### config.mk
export PLATFORM = sky130hd
export DESIGN_NAME = multicycle_sequencer_flat
export DESIGN_NICKNAME = d
export VERILOG_FILES = /design/src/rtl/multicycle_sequencer_if.sv /design/src/rtl/multicycle_sequencer.sv /design/src/flat_wrapper.sv
export SDC_FILE = /design/constraint.sdc
export NUM_CORES = 1
export LEC_CHECK = 0
export CAP_MARGIN = 10
export CORE_MARGIN = 2
export CORE_UTILIZATION = 55
export CTS_BUF_LIST = sky130_fd_sc_hd__clkbuf_4
export DETAILED_ROUTE_END_ITERATION = 7
export GPL_TIMING_DRIVEN = 0
export MAX_ROUTING_LAYER = met4
export PLACE_DENSITY_LB_ADDON = 0.12
export SYNTH_ARGS = -nofsm -noshare
export SYNTH_HDL_FRONTEND = slang
export SYNTH_SLANG_ARGS = --single-unit
export TNS_END_PERCENT = 1
### constraint.sdc
create_clock -name clk -period 6.7 [get_ports clk]
set_input_delay 0.67 -clock clk [delete_from_list [all_inputs] [get_ports clk]]
set_output_delay 0.67 -clock clk [all_outputs]
set_load 0.01 [all_outputs]
### src/rtl/multicycle_sequencer_if.sv
`default_nettype none
// +--------------------------------------------------------------------------+
// | multicycle_sequencer_if: opcode/memory handshake and strobe bundle        |
// | Rev 1.0                                                                   |
// +--------------------------------------------------------------------------+
interface multicycle_sequencer_if #(
    parameter int CNT_W = 16
);
    logic [3:0]       opcode;
    logic             mem_ready;
    logic             resume;
    logic             mem_req;
    logic             mem_we;
    logic             IR_WE;
    logic             PC_WE;
    logic             reg_wr_en;
    logic             branch_eval;
    logic [2:0]       state;
    logic             halted;
    logic             bus_error;
    logic [CNT_W-1:0] retired;

    modport master (
        input  opcode, mem_ready, resume,
        output mem_req, mem_we, IR_WE, PC_WE, reg_wr_en, branch_eval,
               state, halted, bus_error, retired
    );

    modport slave (
        output opcode, mem_ready, resume,
        input  mem_req, mem_we, IR_WE, PC_WE, reg_wr_en, branch_eval,
               state, halted, bus_error, retired
    );
endinterface
`default_nettype wire

### src/rtl/multicycle_sequencer.sv
`default_nettype none
// +--------------------------------------------------------------------------+
// | multicycle_sequencer: FETCH/DECODE/EXEC/MEM/WB timing strobe generator    |
// | Rev 1.0                                                                   |
// +--------------------------------------------------------------------------+
module multicycle_sequencer #(
    parameter int MEM_TIMEOUT = 64,
    parameter int CNT_W       = 16
) (
    input  wire logic              clk,
    input  wire logic              reset,
    multicycle_sequencer_if.master bus
);
    typedef enum logic [2:0] {
        S_FETCH  = 3'd0,
        S_DECODE = 3'd1,
        S_EXEC   = 3'd2,
        S_MEM    = 3'd3,
        S_WB     = 3'd4,
        S_HALT   = 3'd5,
        S_ERROR  = 3'd6,
        S_BOOT   = 3'd7
    } state_t;

    // The counter never needs to hold MEM_TIMEOUT itself: reaching it leaves FETCH/MEM.
    localparam int WDT_W = (MEM_TIMEOUT > 1) ? $clog2(MEM_TIMEOUT) : 1;
    localparam logic [WDT_W-1:0] WDT_LAST = WDT_W'((MEM_TIMEOUT > 0) ? MEM_TIMEOUT - 1 : 0);

    state_t           state_q, state_d;
    logic [3:0]       op_q, op_d;
    logic [WDT_W-1:0] wdt_q, wdt_d;
    logic [CNT_W-1:0] retired_q;
    logic             bus_error_q, bus_error_d;

    logic mem_req, mem_we, ir_we, pc_we, reg_wr_en, branch_eval, halted, retire;
    logic is_load, is_store, is_ctrl, wdt_expire;

    assign is_load    = (op_q == 4'd0);
    assign is_store   = (op_q == 4'd1);
    assign is_ctrl    = (op_q >= 4'd9) && (op_q <= 4'd14);
    assign wdt_expire = (MEM_TIMEOUT != 0) && (wdt_q == WDT_LAST);

    always_ff @(posedge clk or posedge reset) begin
        if (reset) begin
            state_q     <= S_BOOT;
            op_q        <= 4'd0;
            wdt_q       <= '0;
            retired_q   <= '0;
            bus_error_q <= 1'b0;
        end else begin
            state_q     <= state_d;
            op_q        <= op_d;
            wdt_q       <= wdt_d;
            retired_q   <= retired_q + CNT_W'(retire);
            bus_error_q <= bus_error_d;
        end
    end

    always_comb begin
        state_d     = state_q;
        op_d        = op_q;
        wdt_d       = '0;
        bus_error_d = bus_error_q;
        mem_req     = 1'b0;
        mem_we      = 1'b0;
        ir_we       = 1'b0;
        pc_we       = 1'b0;
        reg_wr_en   = 1'b0;
        branch_eval = 1'b0;
        halted      = 1'b0;
        retire      = 1'b0;

        case (state_q)
            S_BOOT: state_d = S_FETCH;

            S_FETCH: begin
                mem_req = 1'b1;
                if (bus.mem_ready) begin
                    ir_we   = 1'b1;
                    state_d = S_DECODE;
                end else if (wdt_expire) begin
                    state_d     = S_ERROR;
                    bus_error_d = 1'b1;
                end else begin
                    wdt_d = wdt_q + 1'b1;
                end
            end

            S_DECODE: begin
                op_d    = bus.opcode;
                state_d = (bus.opcode == 4'd15) ? S_HALT : S_EXEC;
            end

            S_EXEC: begin
                if (is_ctrl) begin
                    branch_eval = 1'b1;
                    pc_we       = 1'b1;
                    retire      = 1'b1;
                    state_d     = S_FETCH;
                end else if (is_load || is_store) begin
                    state_d = S_MEM;
                end else begin
                    state_d = S_WB;
                end
            end

            S_MEM: begin
                mem_req = 1'b1;
                mem_we  = is_store;
                if (bus.mem_ready) begin
                    if (is_store) begin
                        pc_we   = 1'b1;
                        retire  = 1'b1;
                        state_d = S_FETCH;
                    end else begin
                        state_d = S_WB;
                    end
                end else if (wdt_expire) begin
                    state_d     = S_ERROR;
                    bus_error_d = 1'b1;
                end else begin
                    wdt_d = wdt_q + 1'b1;
                end
            end

            S_WB: begin
                reg_wr_en = 1'b1;
                pc_we     = 1'b1;
                retire    = 1'b1;
                state_d   = S_FETCH;
            end

            // The resume step advances PC past the HALT but does not count as a retirement.
            S_HALT: begin
                halted = 1'b1;
                if (bus.resume) begin
                    pc_we   = 1'b1;
                    state_d = S_FETCH;
                end
            end

            S_ERROR: state_d = S_ERROR;

            default: state_d = S_BOOT;
        endcase
    end

    assign bus.mem_req     = mem_req;
    assign bus.mem_we      = mem_we;
    assign bus.IR_WE       = ir_we;
    assign bus.PC_WE       = pc_we;
    assign bus.reg_wr_en   = reg_wr_en;
    assign bus.branch_eval = branch_eval;
    assign bus.state       = state_q;
    assign bus.halted      = halted;
    assign bus.bus_error   = bus_error_q;
    assign bus.retired     = retired_q;
endmodule
`default_nettype wire

### src/flat_wrapper.sv
// flat-port wrapper written by rule: the top's interface ports become plain ports
module multicycle_sequencer_flat 
#(
    parameter int MEM_TIMEOUT = 64,
    parameter int CNT_W       = 16
)
  (clk, reset, bus_opcode, bus_mem_ready, bus_resume, bus_mem_req, bus_mem_we, bus_IR_WE, bus_PC_WE, bus_reg_wr_en, bus_branch_eval, bus_state, bus_halted, bus_bus_error, bus_retired);
  multicycle_sequencer_if #(.CNT_W(CNT_W)) bus_i ();
  input  wire logic clk;
  input  wire logic reset;
  input wire logic [$bits(bus_i.opcode)-1:0] bus_opcode;
  input wire logic [$bits(bus_i.mem_ready)-1:0] bus_mem_ready;
  input wire logic [$bits(bus_i.resume)-1:0] bus_resume;
  output wire logic [$bits(bus_i.mem_req)-1:0] bus_mem_req;
  output wire logic [$bits(bus_i.mem_we)-1:0] bus_mem_we;
  output wire logic [$bits(bus_i.IR_WE)-1:0] bus_IR_WE;
  output wire logic [$bits(bus_i.PC_WE)-1:0] bus_PC_WE;
  output wire logic [$bits(bus_i.reg_wr_en)-1:0] bus_reg_wr_en;
  output wire logic [$bits(bus_i.branch_eval)-1:0] bus_branch_eval;
  output wire logic [$bits(bus_i.state)-1:0] bus_state;
  output wire logic [$bits(bus_i.halted)-1:0] bus_halted;
  output wire logic [$bits(bus_i.bus_error)-1:0] bus_bus_error;
  output wire logic [$bits(bus_i.retired)-1:0] bus_retired;
  assign bus_i.opcode = bus_opcode;
  assign bus_i.mem_ready = bus_mem_ready;
  assign bus_i.resume = bus_resume;
  assign bus_mem_req = bus_i.mem_req;
  assign bus_mem_we = bus_i.mem_we;
  assign bus_IR_WE = bus_i.IR_WE;
  assign bus_PC_WE = bus_i.PC_WE;
  assign bus_reg_wr_en = bus_i.reg_wr_en;
  assign bus_branch_eval = bus_i.branch_eval;
  assign bus_state = bus_i.state;
  assign bus_halted = bus_i.halted;
  assign bus_bus_error = bus_i.bus_error;
  assign bus_retired = bus_i.retired;
  multicycle_sequencer #(.MEM_TIMEOUT(MEM_TIMEOUT), .CNT_W(CNT_W)) u_core (.clk(clk), .reset(reset), .bus(bus_i));
endmodule
==> results.txt, run 1 <==
pwr dens: 144 mW/mm^2
asr flop ratio synth: 100%
clock sink total: 30
1st-pass router iterations: 4
GRT Util Overall: 25.8%
post-route cell area: 0.00207 mm^2
DRC: 0
synth top area cells: dfrtp_1 42%, xnor2_1 7.0%, dfstp_2 4.9%
Net Count, Synth: 167
clk buf depth: 2
wire length per cell: 16.2 um
routed via count: 1352
top-count cell post-synth: dfrtp_1
gr ovfl total: 0
slew margin rel.: 67.8%
IO Count: 35
slowest stage delay, CP: 0.62 ns
clock skew: 0.0114 ns
Pins Over Slew Limit: 0
max cap viols: 0
main flop type after synthesis: dfrtp_1
crit path DAT: 2.35 ns
Worst-Margin Slew: 0.482 ns
Max Freq: 331 MHz
total die area: 0.00339 mm^2
Power, Total: 0.299 mW
Max Fanout on Critical Path: 10
area of placed instances: 0.00199 mm^2
Post-synth EDFFs: 0
CTS H-tree depth: 2
PostCTS Resize Cnt: 0
nets: 208
total negative setup slack: 0 ns
Tcrit/Tclk final: 45.1%
status: completed
global-route wire length before repair: 6340 um
core outline area: 0.00278 mm^2
layout cell share with drive strength beyond 1: 12.7%
row count: 19
post-layout util: 74.4%
final hold viol count: 0
final wirelength: 3700 um
RSZ-0062 raised after global routing: false
CTS buffer count: 5
slowest library cell on the worst path: dfstp_2
drt first-iter violations: 35
Mapped Area: 0.00162 mm^2
startpoint types: flop
top post-synthesis cells by count: 27 x dfrtp_1, 14 x nand2_1, 14 x nor2_1, 13 x xnor2_1, 8 x nand3_1
cell taking the most area after synthesis: dfrtp_1
Syn-to-layout area delta: 27.8%
Initial Util: 58.2%
post-route ant nets: 0
Hold WS: 0.479 ns
vias in the first global route: 1420
maximum number of pins on one net before global-route repair: 31
Root Buffer: clkbuf_4
crit-path cells: buf_4 > nand4b_1 > o31ai_1 > nand4_1 > nand2_1 > clkdlybuf4s50_1
syn_area_per_cell: 10.4 um^2
post-CTS setup-driven buffer insertion count: 0
maximum vdd ir drop: 0.174 mV
Critical Path RT: 6.03 ns
critical path class: flop to primary output
flop2flop setup slack: 4.06 ns
CP bufs+invs: 2
CP endpoint kind: primary output
RD Place Congestion: 0.890
die height: 58.3 um
hold buffers post-CTS: 0
Setup violations, final: 0
Unique masters post-synth: 44
clk slew on worst S/H paths: 0.10 ns
CP top delay family: buffers and inverters
Worst-Skew Late Latency: 0.33 ns
worst min-delay path class: flop to flop
Synth top area share: 41.7%
sequential share of the synthesized area: 46.6%
initial antenna violation count: 0
post-layout minimum cycle time: 3.02 ns
#FFs+latches synth: 30
Syn. warnings: 0
detailed placement HPWL: 2650 um
vias per inst: 5.93
Lkg Pwr: 0.923 nW
CTS tree: yes
Fill cells: 191
diode count: 0
Port-buffer cells: 33
cells after synthesis: 155
Die W: 58.3 um
==> metrics by stage <==
stage / worst slack [ns] / instances
global route: 3.54 / 228
floorplan: 4.34 / 155
global placement: 4.01 / 219
finish: 3.68 / 228
CTS: 3.71 / 227
detailed placement: 4.00 / 219
==> cells in the final DEF, fill, tap and decap left out, types with 4 or more instances in the layout <==
cell type,count
xor2_1,5
ha_1,4
nand2_1,14
and4_1,4
nor3_1,5
xnor2_1,13
mux2_2,4
dfrtp_1,27
nand4_1,5
clkbuf_4,6
nor2_1,14
nand3_1,8
clkdlybuf4s50_1,33
==> logic make-up (layout without fill, tap and decap cells) <==
group           count (synthesis)  count (layout)  share of synthesized area, %
simple gates                   69              69                          24.3
flops                          30              30                          46.6
compound gates                 22              22                          10.2
xor+xnor                       18              18                          9.74
buf+inv                         8              50                          3.32
fa+ha+maj                       4               4                          3.09
mux                             4               4                          2.78
==> power by group <==
group          switching (mW)  total [mW]  internal (mW)
logic                 0.00561      0.0111        0.00549
registers                   0       0.181          0.181
clock network          0.0633       0.107         0.0434
==> state kept, by name, indices dropped and copies added, names as in the netlist <==
signal                flops
u_core.wdt_q              6
u_core.bus.retired       16
u_core.op_q               4
u_core.bus.state          3
u_core.bus.bus_error      1
==> metal layers <==
layer  vias to the layer above  wire, um  track usage, %
met1                       666      1600            31.9
met3                         7       138            6.47
met2                        35      1910            40.4
li1                        644         -               -
met5                         -         0               -
met4                         0        51            11.0
==> cell type report <==
| class | count | area, um^2 | area share (%) |
|---|---|---|---|
| sequential | 30 | 754 | 36.5 |
| tap | 31 | 38.8 | 1.87 |
| buffer | 5 | 42.5 | 2.06 |
| timing repair buffer | 34 | 358 | 17.3 |
| clock buffer | 6 | 45.0 | 2.18 |
| clock inverter | 2 | 8.76 | 0.423 |
| multi-input combinational | 117 | 811 | 39.2 |
| inverter | 3 | 11.3 | 0.544 |
==> worst paths after layout <==
path | start | to | cells after the start
worst min-delay path | u_core.bus.retired[15] | u_core.bus.retired[15] | 1
worst max-delay path | u_core.bus.state[0] | bus_PC_WE | 6
min in group asynchronous | reset | u_core.bus.retired[4] | 2
worst min register to register | u_core.bus.retired[15] | u_core.bus.retired[15] | 1
worst max register to register | u_core.bus.state[0] | u_core.bus.retired[13] | 9
max in group asynchronous | reset | u_core.bus.state[1] | 3
Power figures use the tool's default switching activity.
==> run 2, diff against run 1 <==
Settings changed: CORE_UTILIZATION 55 to 52.
Clock period 6.7 ns to 3 ns, I/O delays scaled along.
==> run 2 against run 1 <==
Against the previous run: critical path type unchanged; largest power group unchanged; sequential share of layout area fell by 0.48 points; critical path depth did not move; first-iteration DRC count rose by 43%; design area rose by 1.3%; non-clock buffer count did not move; largest cell class unchanged; clock power rose to 3.0 times the previous value; combinational power rose by 120%; power rose to 2.5 times the previous value.
==> results.txt, run 2 (synthesis gave the netlist of run 1 again) <==
Setup violations, final: 0 (unchanged)
Initial Util: 53.9% (-4.3 points)
Power, Total: 0.752 mW (+150%)
nets: 208 (unchanged)
GRT Util Overall: 21.8% (-4.0 points)
hold buffers post-CTS: 0 (unchanged)
Hold WS: 0.202 ns (-0.277 ns)
global-route wire length before repair: 5510 um (-13%)
die height: 59.8 um (+2.7%)
vias in the first global route: 1251 (-12%)
reg2reg end: u_core.bus.retired[10]
post-CTS setup-driven buffer insertion count: 0 (unchanged)
routed via count: 1332 (-1.5%)
crit path from: u_core.bus.state[0]
diode count: 0 (unchanged)
Syn-to-layout area delta: 29.5%
final wirelength: 3470 um (-6.2%)
DRC: 0 (unchanged)
vias per inst: 5.79 (-2.3%)
Max Freq: 387 MHz
post-route ant nets: 0 (unchanged)
commonest non-fill, non-tap cell in the layout: clkdlybuf4s50_1
Max Fanout on Critical Path: 10 (unchanged)
wire length per cell: 15.1 um (-7.0%)
Crit Reg-Reg Startpoint: u_core.bus.state[0]
total die area: 0.00358 mm^2 (+5.4%)
detailed placement HPWL: 2550 um (-3.8%)
max reg flops: 16 (unchanged)
Finished Layout Cells: 230 (+0.88%)
total negative setup slack: 0 ns (unchanged)
maximum vdd ir drop: 0.310 mV (+78%)
cell count after placement: 221 (+0.91%)
layout cell share with drive strength beyond 1: 12.7% (unchanged)
critical path class: flop to primary output
max cap viols: 0 (unchanged)
Worst-Skew Late Latency: 0.33 ns (about the same)
Root Buffer: clkbuf_4
Lkg Pwr: 0.933 nW (+1.1%)
worst min-delay path class: input pin to async pin
Tcrit/Tclk final: 86.2%
CTS H-tree depth: 2 (unchanged)
startpoint types: flop
core outline area: 0.00300 mm^2 (+8.0%)
multi-input logic area: 811 um^2 (unchanged)
Fill cells: 244 (+28%)
flop2flop setup slack: 0.43 ns (-3.63 ns)
final hold viol count: 0 (unchanged)
CTS tree: yes
maximum number of pins on one net before global-route repair: 31 (unchanged)
Critical Path RT: 2.70 ns (-3.33 ns)
row count: 20 (+1)
gr ovfl total: 0 (unchanged)
status: completed
drt first-iter violations: 50 (+43%)
CP endpoint kind: primary output
Worst-Margin Slew: 0.478 ns (-0.00407 ns)
clock skew: 0.00678 ns (-0.00464 ns)
IO Count: 35 (unchanged)
PostCTS Resize Cnt: 0 (unchanged)
initial antenna violation count: 0 (unchanged)
clk buf depth: 2 (unchanged)
RD Place Congestion: 0.859 (-3.5%)
crit path DAT: 2.28 ns (-0.07 ns)
slew margin rel.: 67.9% (about the same)
Pins Over Slew Limit: 0 (unchanged)
Die W: 59.8 um (+2.7%)
clk slew on worst S/H paths: 0.10 ns (about the same)
Port-buffer cells: 33 (unchanged)
worst setup path endpoint: bus_PC_WE
highest-count cells in the layout ignoring fill and taps: 33 x clkdlybuf4s50_1, 27 x dfrtp_1, 14 x nand2_1, 14 x nor2_1, 13 x xnor2_1
clock sink total: 30 (unchanged)
CTS buffer count: 5 (unchanged)
Register-to-Register Path Depth: 10 (+1)
pwr dens: 359 mW/mm^2 (+150%)
RSZ-0062 raised after global routing: false
Reg area: 754 um^2 (unchanged)
post-layout minimum cycle time: 2.58 ns
1st-pass router iterations: 4 (unchanged)
## run 2: layout make-up
cell class / instances / share of cell area, %
Buffer: 5 / 2.03
Clock buffer: 6 / 2.15
Clock inverter: 2 / 1.61
Inverter: 3 / 0.537
Multi-Input combinational cell: 117 / 38.7
Sequential cell: 30 / 36.0
Tap cell: 33 / 1.97
Timing Repair Buffer: 34 / 17.1
## run 2: critical path: stages (launching register included)
cell and delay (ns):
dfstp_2 0.61, buf_4 0.18, nand4b_1 0.14, o31ai_1 0.29
nand4_1 0.13, nand2_1 0.08, clkdlybuf4s50_1 0.53
## run 2: worst min-delay path by stage
stage                           end  slack [ns]                 start
3_5_place_dp   u_core.bus.bus_error        0.45  u_core.bus.bus_error
5_1_grt              u_core.op_q[3]        0.22                 reset
6_report             u_core.op_q[3]        0.20                 reset
4_1_cts         u_core.bus.state[1]        0.26         bus_mem_ready
3_3_place_gp   u_core.bus.bus_error        0.44  u_core.bus.bus_error
2_1_floorplan  u_core.bus.bus_error        0.39                 reset
## run 2: report_power, final
part | total, mW | switching (mW) | internal (mW)
combinational | 0.0249 | 0.0126 | 0.0123
clock | 0.323 | 0.141 | 0.182
sequential | 0.404 | 0 | 0.404
total | 0.752 | 0.153 | 0.599
## run 2: per-stage QoR
stage,utilization (%),instance area (um^2),worst slack (ns)
6_report,69.8,2100,0.415
3_5_place_dp,66.3,1990,0.468
4_1_cts,68.9,2070,0.407
3_3_place_gp,66.3,1990,0.469
2_1_floorplan,-,1620,0.722
5_1_grt,69.8,2100,0.255
## run 2: layer usage
metal  up-vias  GRT usage, %  wire length, um
met2        44          34.9             1770
met5         -             -                0
li1        645             -                -
met4         0          7.94               57
met1       636          25.6             1470
met3         7          7.14              174
